===== src/rtl/hazard_controller.sv =====
// Decode-stage hazard controller: per-register pending-write counters for the
// scalar and vector files, RAW/WAW stall detection and post-branch flush sequencing.
`default_nettype none

module hazard_controller #(
  parameter int WB_LAT    = 3,
  parameter int FLUSH_CYC = 2
) (
  input  logic        clk,
  input  logic        rst,
  input  logic        id_valid,
  input  logic [3:0]  id_src_a,
  input  logic [3:0]  id_src_b,
  input  logic        id_use_a,
  input  logic        id_use_b,
  input  logic        id_src_a_vec,
  input  logic        id_src_b_vec,
  input  logic [3:0]  id_RegToWrite,
  input  logic        id_RegWriteEnSc,
  input  logic        id_RegWriteEnVec,
  input  logic        ex_branch_taken,
  output logic        issue,
  output logic        stall,
  output logic        flush,
  output logic [15:0] busy_sc,
  output logic [15:0] busy_vec,
  output logic [15:0] stall_count
);

  localparam logic [0:0] ST_RUN   = 1'b0;
  localparam logic [0:0] ST_FLUSH = 1'b1;

  localparam logic [2:0] WB_LOAD    = 3'(WB_LAT);
  localparam logic [2:0] FLUSH_LOAD = 3'(FLUSH_CYC);

  logic [0:0]  state_q, state_d;
  logic [2:0]  fcnt_q, fcnt_d;
  logic [2:0]  cnt_sc_q  [16];
  logic [2:0]  cnt_sc_d  [16];
  logic [2:0]  cnt_vec_q [16];
  logic [2:0]  cnt_vec_d [16];
  logic [15:0] stall_count_q, stall_count_d;

  logic busy_a, busy_b, waw, hazard;

  // Hazard detection: each source looks only in its own register file.
  always_comb begin
    busy_a = id_src_a_vec ? (cnt_vec_q[id_src_a] != 3'd0) : (cnt_sc_q[id_src_a] != 3'd0);
    busy_b = id_src_b_vec ? (cnt_vec_q[id_src_b] != 3'd0) : (cnt_sc_q[id_src_b] != 3'd0);
    waw    = (id_RegWriteEnSc  && (cnt_sc_q[id_RegToWrite]  != 3'd0)) ||
             (id_RegWriteEnVec && (cnt_vec_q[id_RegToWrite] != 3'd0));
    hazard = (id_use_a && busy_a) || (id_use_b && busy_b) || waw;
  end

  // State register
  always_ff @(posedge clk or negedge rst) begin
    if (!rst) begin
      state_q       <= ST_RUN;
      fcnt_q        <= 3'd0;
      stall_count_q <= 16'd0;
      for (int i = 0; i < 16; i++) begin
        cnt_sc_q[i]  <= 3'd0;
        cnt_vec_q[i] <= 3'd0;
      end
    end else begin
      state_q       <= state_d;
      fcnt_q        <= fcnt_d;
      stall_count_q <= stall_count_d;
      for (int i = 0; i < 16; i++) begin
        cnt_sc_q[i]  <= cnt_sc_d[i];
        cnt_vec_q[i] <= cnt_vec_d[i];
      end
    end
  end

  // Next-state logic; a branch taken during FLUSH restarts the count.
  always_comb begin
    state_d = state_q;
    fcnt_d  = fcnt_q;
    if (ex_branch_taken) begin
      state_d = ST_FLUSH;
      fcnt_d  = FLUSH_LOAD;
    end else if (state_q == ST_FLUSH) begin
      if (fcnt_q == 3'd1) begin
        state_d = ST_RUN;
        fcnt_d  = 3'd0;
      end else begin
        fcnt_d = fcnt_q - 3'd1;
      end
    end
  end

  // Output logic, forced low while reset is held regardless of clk.
  always_comb begin
    flush = rst && (ex_branch_taken || (state_q == ST_FLUSH));
    stall = rst && id_valid && hazard && !flush;
    issue = rst && id_valid && !hazard && !flush;
  end

  always_comb begin
    for (int i = 0; i < 16; i++) begin
      cnt_sc_d[i]  = (cnt_sc_q[i]  != 3'd0) ? cnt_sc_q[i]  - 3'd1 : 3'd0;
      cnt_vec_d[i] = (cnt_vec_q[i] != 3'd0) ? cnt_vec_q[i] - 3'd1 : 3'd0;
      if (issue && id_RegWriteEnSc && (id_RegToWrite == 4'(i)))
        cnt_sc_d[i] = WB_LOAD;
      if (issue && id_RegWriteEnVec && (id_RegToWrite == 4'(i)))
        cnt_vec_d[i] = WB_LOAD;
      busy_sc[i]  = (cnt_sc_q[i]  != 3'd0);
      busy_vec[i] = (cnt_vec_q[i] != 3'd0);
    end
    stall_count_d = (stall && (stall_count_q != 16'hFFFF)) ? stall_count_q + 16'd1
                                                           : stall_count_q;
  end

  assign stall_count = stall_count_q;

endmodule

`default_nettype wire


===== config.mk =====
export PLATFORM = sky130hd
export DESIGN_NAME = hazard_controller
export DESIGN_NICKNAME = d
export VERILOG_FILES = /design/src/rtl/hazard_controller.sv
export SDC_FILE = /design/constraint.sdc
export NUM_CORES = 1
export LEC_CHECK = 0
export CELL_PAD_IN_SITES_DETAIL_PLACEMENT = 0
export CELL_PAD_IN_SITES_GLOBAL_PLACEMENT = 2
export CORE_MARGIN = 2
export CORE_UTILIZATION = 38
export CTS_BUF_LIST = sky130_fd_sc_hd__clkbuf_16
export CTS_CLUSTER_DIAMETER = 40
export DETAILED_ROUTE_END_ITERATION = 6
export PLACE_DENSITY_LB_ADDON = 0.1
export SLEW_MARGIN = 10
export SYNTH_ARGS = -nofsm -noshare
export SYNTH_HDL_FRONTEND = slang
export SYNTH_SLANG_ARGS = --single-unit

===== constraint.sdc =====
create_clock -name clk -period 7.02 [get_ports clk]
set_input_delay 0.702 -clock clk [delete_from_list [all_inputs] [get_ports clk]]
set_output_delay 0.702 -clock clk [all_outputs]
set_load 0.01 [all_outputs]

Yosys cells after proc, flatten, opt, wreduce, memory -nomap -nowiden
Index checks and enable logic that the tools add are counted.
W data, S select, Z words.
{ "word_totals": {"reg_bits": 116, "input_bits": 22, "output_inout_bits": 51} }
{ "classes": {"add_sub_neg": 34, "n_lt_le_gt_ge": 3, "n_eq_ne": 17, "muxes": 90, "n_bitwise": 3, "n_reduce_logical": 91} }
{ "op_table": {"columns": ["op", "count"], "rows": [
  ["$mux W3", 79],
  ["$reduce_bool A3 Y1", 38],
  ["$sub A3 B1 Y3 const B", 33],
  ["$bmux W3 S4", 6],
  ["$logic_and A1 B1 Y1", 45],
  ["$eq A4 B4 Y1 const B", 8],
  ["$add A16 B1 Y16 const B", 1],
  ["$eq A4 B3 Y1 const B", 4],
  ["$ne A16 B16 Y1 const B", 1],
  ["$ge A5 B5 Y1 const B", 3],
  ["$not A4 Y5", 3],
  ["$eq A4 B2 Y1 const B", 2],
  ["$mux W1", 5],
  ["$eq A4 B1 Y1 const B", 1],
  ["$logic_not A4 Y1", 1],
  ["$logic_or A1 B1 Y1", 4],
  ["$eq A3 B1 Y1 const B", 1],
  ["$logic_not A1 Y1", 2],
  ["$reduce_bool A2 Y1", 1]
]} }

Logic depth before layout (Yosys ltp)
{ "logic_depth": {"ltp_word": 15, "depth_mapped": 12, "mapped_depth_nobuf": 9} }

Worst setup path before layout
No wires, ideal clock.
{ "synth_path": {"path_kind": "input-to-output", "start": "in id_src_b[0]", "end": "out stall", "t_arrival_ns": 2.657, "t_required_ns": 6.318, "path_slack_ns": 3.661, "path_stages": 9, "n_path_buf": 3, "cell_sequence": "clkbuf_1 > mux4_2 > mux2_2 > nand3_1 > o311ai_2 > nand4_1 > buf_4 > buf_2 > and2_1"} }
{ "synth_between": {"elab_chain_len": 11} }
{ "synth_rtl": {"columns": ["element", "line_no", "text"], "rows": [
  ["start: declaration", "13", "input logic [3:0] id_src_b,"],
  ["$not A4 Y5 (implied by the code) (*)", "49", "busy_b = id_src_b_vec ? (cnt_vec_q[id_src_b] != 3'd0) : (cnt_sc_q[id_src_b] != 3'd0);"],
  ["$bmux W3 S4", "49", null],
  ["$mux W3 (implied by the code) (2 in a row)", "49", null],
  ["$reduce_bool A3 Y1", "49", null],
  ["$mux W1 (*)", "49", null],
  ["$logic_and A1 B1 Y1 (*)", "52", "hazard = (id_use_a && busy_a) || (id_use_b && busy_b) || waw;"],
  ["$logic_or A1 B1 Y1 (*) (2 in a row)", "52", null],
  ["$logic_and A1 B1 Y1 (*) (2 in a row)", "96", "stall = rst && id_valid && hazard && !flush;"],
  ["end: declaration", "23", "output logic stall,"]
]} }
Mark *: on every way between the ends. The rest lies on a longest branch, timed or not. The select of a mux whose other input is x is not followed.

Worst setup path after layout
{ "layout_path": {"start": "in id_src_a[1]", "end": "out issue"} }
{ "layout_between": {"elab_chain_len": 12} }
{ "layout_rtl": {"columns": ["element", "line_no", "text"], "rows": [
  ["start: declaration", "12", "input logic [3:0] id_src_a,"],
  ["$not A4 Y5 (implied by the code) (*)", "48", "busy_a = id_src_a_vec ? (cnt_vec_q[id_src_a] != 3'd0) : (cnt_sc_q[id_src_a] != 3'd0);"],
  ["$bmux W3 S4", "48", null],
  ["$mux W3 (implied by the code) (2 in a row)", "48", null],
  ["$reduce_bool A3 Y1", "48", null],
  ["$mux W1 (*)", "48", null],
  ["$logic_and A1 B1 Y1 (*)", "52", null],
  ["$logic_or A1 B1 Y1 (*) (2 in a row)", "52", null],
  ["$logic_not A1 Y1 (*)", "97", "issue = rst && id_valid && !hazard && !flush;"],
  ["$logic_and A1 B1 Y1 (*) (2 in a row)", "97", null],
  ["end: declaration", "22", "output logic issue,"]
]} }
Marked as above.

==> flow_metrics.tcl <==
set metrics [dict create \
    most-common-layout-cells "dfrtp_1, nand2_1, clkdlybuf4s50_1" \
    syn_area_um2 6010 \
    async_flop_share 1.00 \
    diodes 0 \
    slew_viol_final 0 \
    vias 4948 \
    irDropWorstVdd_uv 154 \
    r2r_cells 11 \
    antenna_found_initial 0 \
    tightestPinTransition_ns 0.847 \
    crit_type "in -> out" \
    cp.buffers_inverters 3 \
    ys.flop_type "dfrtp_1" \
    cp.required_ns 6.32 \
    first_global_vias 4955 \
    cp_top_family "buffers and inverters" \
    std_cell_rows 45 \
    grt_usage 0.199 \
    ios 73 \
    die_area_um2 16800 \
    critPathMaxStageDelay_ns 0.99 \
    cts-htree-levels 4 \
    layout_commonest_cell "dfrtp_1" \
    antenna_left 0 \
    gr-total-overflow 0 \
    cp_slowest_cell "clkdlybuf4s50_1" \
    avgSynthCellArea_um2 9.48 \
    finalSetupViolCount 0 \
    power.density_nw_per_um2 225 \
    cp_max_fo 20 \
    clkLatencyLatePin_ns 0.41 \
    yosys.area.top_type "dfrtp_1" \
    die_h_um 130 \
    drv_cap 0 \
    cp-end-kind "output pin" \
    io_buffers 72 \
    finalHoldViolCount 0 \
    clock_path_buffers 2 \
    gp_congestion 0.889 \
    synth_edf_count 0 \
    vias_per_cell 5.34 \
    drtIter0Drc 237 \
    ys_types 52 \
    grt_pass1_wl_um 25500 \
    synth_warnings 0 \
    syn_nets 659 \
    whs_ns 0.334 \
    fp.coreArea_um2 15300 \
    synthCells 634 \
    path_cells "clkdlybuf4s50_1 -> a2111oi_0 -> a2111o_1 -> or4_1 -> nand4_1 -> nand4_1 -> buf_4 -> nor2_1 -> clkdlybuf4s50_1" \
    drive_above_1_share 0.0629 \
    hold_buffers 0 \
    clkSinkCount 116 \
    cts_root_buf "clkbuf_16" \
    wl_per_cell_um 16.8 \
    grt_max_degree 65 \
    synthTopCellsByArea "dfrtp_1, nand2_1, mux4_2" \
    ctsResizeCount 0 \
    finalCoreUtilization 0.485 \
    synth_top_area_frac 0.483 \
    wirelength_um 15500 \
    numCtsBuffers 17 \
    final_nets 730 \
    area_delta_synth_final_pct 23.4 \
    first_pass_iters 5 \
    clk_pin_slew_ns 0.05 \
    drc_errors 0 \
    finalCriticalPeriod_ns 4.65 \
    synth_seq_area_share 0.483 \
    cts_tree "done" \
    power.total_uw 1670 \
    fin_skew_ns 0.00802 \
    fin_tns_setup_ns 0 \
    hpwl_um 11200 \
    holdCritPathClass "in -> async" \
    ys_ff_latch 116 \
    rsz0062_at_grt "false" \
    fmax_mhz 215 \
    post_cts_buffers 0 \
    critPathLaunchType "input pin" \
    cp_data_arrival_time_ns 3.95 \
    leakage_uw 0.00367 \
    max-slew-margin-rel 0.431 \
    initial_utilization 0.393 \
    die_w_um 130 \
    period_share 0.662 \
    status "finished clean" \
    worstSetupPathDepth 9 \
]
-- registers in the layout, summed over array words and instances, names as in the netlist --
register and count:
cnt_sc_q 48, stall_count 16, cnt_vec_q 48, fcnt_q 3, state_q 1
-- worst paths after layout --
kind / from / end / slack (ns)
worst max-delay path: id_src_a[1] / issue / 2.37
worst min-delay path: rst / cnt_vec_q[34]$_DFF_PN0_ / 0.33
worst max register to register: cnt_sc_q[12]$_DFF_PN0_ / cnt_vec_q[9]$_DFF_PN0_ / 3.96
worst min register to register: stall_count[8]$_DFFE_PN0P_ / stall_count[8]$_DFFE_PN0P_ / 0.50
max in group asynchronous: rst / cnt_vec_q[47]$_DFF_PN0_ / 5.38
min in group clk: stall_count[8]$_DFFE_PN0P_ / stall_count[8]$_DFFE_PN0P_ / 0.50
-- metal layers --
layer,share of wire,track usage,wire length (um)
met2,0.48,0.318,7430
met4,0.021,0.0765,329
met1,0.45,0.266,6980
met5,0,0,0
met3,0.049,0.0426,762
-- cell families after synthesis --
family          count (synthesis)  synth area share
simple gates                  312             0.244
flops                         116             0.483
compound gates                106             0.139
buf+inv                        61            0.0452
mux                            22            0.0626
xor+xnor                       14            0.0204
fa+ha+maj                       3           0.00624
-- power by group --
group          total (uW)  switching (uW)  internal [uW]  leakage, uW
clock                 787             284            502     0.000266
combinational         177             102           74.9      0.00180
sequential            708            19.9            688      0.00161
-- metrics by stage --
stage          std cells  cell area [um^2]  setup WS, ns
2_1_floorplan        634              6010          3.66
3_3_place_gp         897              6900          2.46
3_5_place_dp         897              6900          2.38
4_1_cts              926              7420          2.36
5_1_grt              926              7420          2.17
6_report             926              7420          2.37
-- area by class of cell --
class,instances,area (um^2)
clock inverter,12,100
tap,211,264
fill,1461,7890
timing repair buffer,75,741
sequential,116,2900
inverter,38,143
clock buffer,17,425
multi-input combinational,457,2850
-- cell usage after synthesis (2+ instances only) --
cell         n
dfrtp_1    116
nand2_1    115
nor2_1      64
nor3_1      38
inv_1       37
a21o_1      34
nor2b_1     31
o2bb2ai_1   26
nand3_1     14
xnor2_1     14
mux4_2      12
nor4_1      12
a211oi_1    10
clkbuf_1    10
nand2b_1    10
a21oi_1      6
or3_1        6
mux2i_1      5
nand4_1      5
a22o_1       4
a31oi_1      4
and3_1       4
buf_2        4
buf_4        4
and2_1       3
buf_6        3
ha_1         3
mux2_2       3
nor3b_1      3
o21a_1       3
o21ai_0      3
a2111oi_0    2
a221oi_1     2
buf_1        2
mux2_1       2
nor4b_1      2
o32ai_1      2
or4_1        2
(Power assumes the default switching activity.)
